**src/rtl/result_bus_arbiter.sv**
```systemverilog
// result_bus_arbiter: round-robin CDB/ROB result bus arbiter and registered mux (clk, rst, per-FU cdb_*/rob_* requests in, one-hot grants and registered bus/ROB payloads out); ARB_STATS_EN adds a saturating cdb_conflicts counter
module result_bus_arbiter #(
  parameter int NUM_FU = 4,
  parameter int ID_W = 4,
  parameter int VAL_W = 8
) (
  input  logic                    clk,
  input  logic                    rst,
  input  logic [NUM_FU-1:0]       cdb_req,
  input  logic [NUM_FU*ID_W-1:0]  cdb_id_in,
  input  logic [NUM_FU*VAL_W-1:0] cdb_val_in,
  output logic [NUM_FU-1:0]       cdb_grant,
  input  logic [NUM_FU-1:0]       rob_req,
  input  logic [NUM_FU*ID_W-1:0]  rob_robid_in,
  input  logic [NUM_FU*VAL_W-1:0] rob_flags_in,
  input  logic [NUM_FU*VAL_W-1:0] rob_wbs_in,
  input  logic [NUM_FU*VAL_W-1:0] rob_value_in,
  input  logic                    rob_ready,
  output logic [NUM_FU-1:0]       rob_grant,
  output logic                    bus_valid,
  output logic [ID_W-1:0]         bus_id,
  output logic [VAL_W-1:0]        bus_val,
  output logic                    rob_wr,
  output logic [ID_W-1:0]         rob_robid,
  output logic [VAL_W-1:0]        rob_flags,
  output logic [VAL_W-1:0]        rob_wbs,
  output logic [VAL_W-1:0]        rob_value
`ifdef ARB_STATS_EN
  , output logic [15:0]           cdb_conflicts
`endif
);
  localparam int PW = $clog2(NUM_FU);
  function automatic logic [PW:0] pick(input logic [NUM_FU-1:0] req, input logic [PW-1:0] ptr);
    logic [PW-1:0] j;
    pick = '0;
    for (int k = NUM_FU - 1; k >= 0; k--) begin
      j = PW'((int'(ptr) + k) % NUM_FU);
      if (req[j]) pick = {1'b1, j};
    end
  endfunction
  function automatic logic [PW-1:0] nxt(input logic [PW-1:0] w);
    return (w == PW'(NUM_FU - 1)) ? '0 : w + 1'b1;
  endfunction
  logic [PW-1:0] cdb_ptr, rob_ptr, cdb_win, rob_win;
  logic cdb_any, rob_any, cdb_go, rob_go;
  assign {cdb_any, cdb_win} = pick(cdb_req, cdb_ptr);
  assign {rob_any, rob_win} = pick(rob_req, rob_ptr);
  assign cdb_go = cdb_any & ~rst;
  assign rob_go = rob_any & rob_ready & ~rst;
  assign cdb_grant = cdb_go ? NUM_FU'(1) << cdb_win : '0;
  assign rob_grant = rob_go ? NUM_FU'(1) << rob_win : '0;
  always_ff @(posedge clk) begin
    if (rst) begin
      cdb_ptr <= '0;
      rob_ptr <= '0;
      bus_valid <= 1'b0;
      bus_id <= '0;
      bus_val <= '0;
      rob_wr <= 1'b0;
      rob_robid <= '0;
      rob_flags <= '0;
      rob_wbs <= '0;
      rob_value <= '0;
    end else begin
      bus_valid <= cdb_go;
      rob_wr <= rob_go;
      if (cdb_go) begin
        cdb_ptr <= nxt(cdb_win);
        bus_id <= cdb_id_in[cdb_win*ID_W +: ID_W];
        bus_val <= cdb_val_in[cdb_win*VAL_W +: VAL_W];
      end
      if (rob_go) begin
        rob_ptr <= nxt(rob_win);
        rob_robid <= rob_robid_in[rob_win*ID_W +: ID_W];
        rob_flags <= rob_flags_in[rob_win*VAL_W +: VAL_W];
        rob_wbs <= rob_wbs_in[rob_win*VAL_W +: VAL_W];
        rob_value <= rob_value_in[rob_win*VAL_W +: VAL_W];
      end
    end
  end
`ifdef ARB_STATS_EN
  always_ff @(posedge clk) begin
    if (rst) cdb_conflicts <= '0;
    else if ($countones(cdb_req) > 1 && cdb_conflicts != 16'hFFFF) cdb_conflicts <= cdb_conflicts + 1'b1;
  end
`endif
endmodule
```
**config.mk**
```make
export PLATFORM = sky130hd
export DESIGN_NAME = result_bus_arbiter
export DESIGN_NICKNAME = d
export VERILOG_FILES = /design/src/rtl/result_bus_arbiter.sv
export SDC_FILE = /design/constraint.sdc
export NUM_CORES = 1
export LEC_CHECK = 0
export BUFFER_PORTS_ARGS = -buffer_cell sky130_fd_sc_hd__buf_2
export CORE_ASPECT_RATIO = 1.4
export CORE_MARGIN = 5
export CORE_UTILIZATION = 42
export CTS_CLUSTER_SIZE = 40
export DETAILED_ROUTE_END_ITERATION = 16
export PLACE_DENSITY = 0.8
export SYNTH_ARGS = -nofsm -noshare
export SYNTH_HDL_FRONTEND = slang
export SYNTH_SLANG_ARGS = --single-unit
```
**constraint.sdc**
```tcl
create_clock -name clk -period 1.9 [get_ports clk]
set_clock_uncertainty 0.1 [all_clocks]
set_input_delay 0 -clock clk [delete_from_list [all_inputs] [get_ports clk]]
set_output_delay 0 -clock clk [all_outputs]
set_load 0.02 [all_outputs]
```
==> impl_metrics.tcl, run 1 <==
set metrics [dict create \
    async_flop_share_pct 0 \
    ys_seq_area_share_pct 28.8 \
    synthCells 376 \
    h-tree-depth 2 \
    haltStage "clock tree synthesis" \
    port_buffers 220 \
    cts_buffer_depth 2 \
    placed_cells 685 \
    cts_buffers 5 \
    dp_hpwl_mm 9.60 \
    synth_top_area_cell "dfxtp_1" \
    stop_error "[ERROR RSZ-0060] Max buffer count reached." \
    hold_buffers 141 \
    cts_resized 12 \
    synth_area_mm2 0.00320 \
    root_buffer "clkbuf_8" \
    avgSynthCellArea_um2 8.52 \
    synth-main-ff-cell "dfxtp_1" \
    ys.warnings.count 0 \
    die_h_um 113 \
    synth_nets 547 \
    status "aborted with a tool error" \
    cts_setup_buffers 7 \
    die_x_um 83.8 \
    synth_edf_count 0 \
    synth_cell_types 45 \
    start_util_pct 43.2 \
    yosysTopAreaCellShare_pct 28.8 \
    io_pins 221 \
    num_rows 37 \
    post-synth-top-count-cell "dfxtp_1" \
    routabilityCongestion 0.934 \
    synth_seq_cells 46 \
    cts.sinks 46 \
    synth_common_cells "46 x dfxtp_1, 43 x mux2i_1, 41 x o21ai_0" \
    synthTopCellsByArea "dfxtp_1 29%, mux2i_1 13%, o211ai_2 7.0%" \
]
==> stage by stage <==
step | area [µm²] | worst slack, ps
floorplan | 3200 | 67.4
global placement | 4500 | 152
detailed placement | 4500 | 80.6
==> cells by family after synthesis <==
family	Yosys count	share of synthesized area, %
buf+inv	34	5.59
xor+xnor	1	0.274
simple gates	126	21.4
compound gates	126	30.5
mux	43	13.4
flops	46	28.8
==> run 2, diff against run 1 <==
- CORE_ASPECT_RATIO: 1.4 -> default
- CORE_UTILIZATION: 42 -> 30
- CTS_CLUSTER_SIZE: 40 -> default
- PLACE_DENSITY: 0.8 -> default
- PLACE_DENSITY_LB_ADDON: default -> 0.15
==> impl_metrics.tcl, run 2 <==
set metrics [dict create \
    status "complete, no violations" \
    p_switching_mw 1.32 \
    setup_slack_ps 41.0 \
    detailedPlace.worstSlack_ps -50.8 \
    fin_util_pct 64.0 \
    grt_pass1_wl_mm 25.7 \
    antenna_found_initial 2 \
    synth_top_family_by_area "compound AO/OA/AOI/OAI gates" \
    setup.worst_path.end "rob_grant[1]" \
    global_route.usage.met3_pct 6.10 \
    mostFrequentLayoutCells "216 x buf_2, 139 x dlygate4sd3_1, 42 x dfxtp_1, 37 x nand2_1, 36 x o21ai_0" \
    synth_common_cells "46 x dfxtp_1, 43 x mux2i_1, 41 x o21ai_0" \
    grt_pass1_vias 5010 \
    worst_ir_drop_vdd_v 0.000294 \
    io_pins 221 \
    core-area_mm2 0.0104 \
    grtUsageTotal_pct 24.7 \
    grt_max_degree 27 \
    ys_seq_area_share_pct 28.8 \
    period_share_pct 97.8 \
    use_met2_pct 45.7 \
    final_antenna_net_count 0 \
    die_h_um 113 \
    cts_buffers 5 \
    p_comb_share_pct 48.3 \
    die_x_um 113 \
    start_util_pct 30.9 \
    leakagePower_nw 3.07 \
    synthTopCellsByArea "dfxtp_1 29%, mux2i_1 13%, o211ai_2 7.0%" \
    wl_per_cell_um 18.5 \
    synthXorXnorAreaFrac_pct 0.274 \
    fmax_mhz 538 \
    yosysTopAreaCellShare_pct 28.8 \
    slew_viol_final 0 \
    critPathKind "flop to output port" \
    routabilityCongestion 0.883 \
    clkLatencyLatePin_ps 290 \
    cts_tree "yes" \
    synth-compound-area-share_pct 30.5 \
    synth_top_area_cell "dfxtp_1" \
    synth_simple_gate_area_share_pct 21.4 \
    cts.sinks 46 \
    ff2ff_path_depth 8 \
    vias_per_cell 5.19 \
    h-tree-depth 2 \
    synth_seq_cells 46 \
    synth_area_mm2 0.00320 \
    maxCapViolCount 0 \
    cp.required_ps 1800 \
    port_buffers 220 \
    layout-drive-gt1-share_pct 43.6 \
    rsz0062_at_grt "true" \
    startpoint "rob_ptr[1]" \
    powerDensity_mw_per_mm2 562 \
    p_sw_share_pct 35.3 \
    num_rows 37 \
    regToRegEndpoint "rob_value[3]" \
    slew_headroom_pct 51.3 \
    muxShareOfSynthArea_pct 13.4 \
    hp-class "primary input to flop" \
    synth-main-ff-cell "dfxtp_1" \
    min_period_ps 1860 \
    clkPwrFrac_pct 20.8 \
    synth_nets 547 \
    num_vias 4650 \
    worstReg2RegStart "rob_ptr[0]" \
    internal-power_mw 2.41 \
    worst_slew_pin_slew_ps 728 \
    setup_viol 0 \
    wirelength_mm 16.6 \
    avgSynthCellArea_um2 8.52 \
    p_seq_share_pct 31.0 \
    synth_fa_ha_area_share_pct 0 \
    ff2ff_setup_slack_ps 50 \
    async_flop_share_pct 0 \
    post-synth-top-count-cell "dfxtp_1" \
    final_common_cell "buf_2" \
    met1_usage_pct 26.5 \
    busiest_layer "met2" \
    drc_errors 0 \
    synthCells 376 \
    ys.warnings.count 0 \
    crit_fanout 3 \
    grt.overflow.total 0 \
    syn2layout_area_growth_pct 107 \
    clk_pin_slew_ps 100 \
    worst_setup_path_start_kind "flop" \
    root_buffer "clkbuf_8" \
    dp_hpwl_mm 9.75 \
    n_fill_cell 833 \
    die_area_mm2 0.0128 \
    dr.first_iter.drc_count 314 \
    cp-end-kind "output port" \
    synth_edf_count 0 \
    cp.arrival_ps 1760 \
    cts_buffer_depth 2 \
    nets 927 \
    first_pass_iters 5 \
    synth_cell_types 45 \
    hold_viol_final 0 \
]
## run 2: cell counts after synthesis
No cell type changed its count.
## run 2: per-stage QoR
stage	instance area, µm²	setup TNS (ps)	power (mW)	std cells	hold slack, ps
6_report	6640	0	3.73	896	13.4
5_1_grt	6630	-100	3.92	895	38.6
4_1_cts	6470	-466	3.63	891	0.950
3_5_place_dp	4590	-743	2.44	724	174
3_3_place_gp	4590	-669	2.44	724	148
2_1_floorplan	3200	0	1.90	376	27.0
## run 2: routing by layer
| layer | vias up | wire, µm |
|---|---|---|
| met5 | - | 0 |
| met4 | 0 | 518 |
| met3 | 44 | 1330 |
| met2 | 254 | 8700 |
| met1 | 2186 | 6040 |
| li1 | 2166 | - |
## run 2: area by class of cell
cell class | count | area (µm²) | area share, %
Timing Repair Buffer | 402 | 3080 | 46.4
Tap cell | 136 | 170 | 2.56
Clock inverter | 2 | 37.5 | 0.566
Inverter | 4 | 15.0 | 0.226
Sequential cell | 46 | 928 | 14.0
Multi-Input combinational cell | 297 | 2320 | 35.0
Antenna cell | 3 | 7.51 | 0.113
Clock buffer | 6 | 72.6 | 1.09
## run 2: what timing repair did
action,4_1_cts,5_1_grt
cloned,2,1
endpoints found under the setup margin,17,44
resized for setup,44,33
endpoints found under the hold margin,44,0
pin swaps,12,10
setup buffers,18,1
hold buffers,139,0
## run 2: power by group through the flow
stage	combinational, mW	clock [mW]	sequential (mW)
after floorplan	0.608	0	1.30
after global routing	1.91	0.835	1.17
final	1.80	0.775	1.15
after global placement	1.26	0	1.17
after detailed placement	1.27	0	1.17
after CTS	1.69	0.788	1.15
## run 2: critical path, stage by stage, from the launching register on
cell	delay, ps
dfxtp_2	330
a21boi_1	470
o31a_1	220
nand2b_4	160
buf_12	120
nor2_4	30
buf_6	120
## run 2: how the worst min path moves through the flow
stage                           startpoint      endpoint  slack (ps)  depth (start not counted)
after global routing      rob_flags_in[27]  rob_flags[3]          40                          4
after detailed placement    cdb_val_in[19]    bus_val[3]         170                          3
final                       cdb_val_in[18]    bus_val[2]          10                          4
after floorplan                        rst        rob_wr          30                          1
after CTS                 rob_flags_in[27]  rob_flags[3]           1                          4
after global placement      cdb_val_in[19]    bus_val[3]         150                          3
## run 2: kinds of logic (layout without fill, tap and decap cells)
kind of cell / after synthesis / after routing
XOR/XNOR: 1 / 1
buffers and inverters: 34 / 414
AO/OA/AOI/OAI: 126 / 127
other: 0 / 3
flip-flops: 46 / 46
multiplexers: 43 / 43
AND/OR/NAND/NOR: 126 / 126
Power figures use the tool's default switching activity.
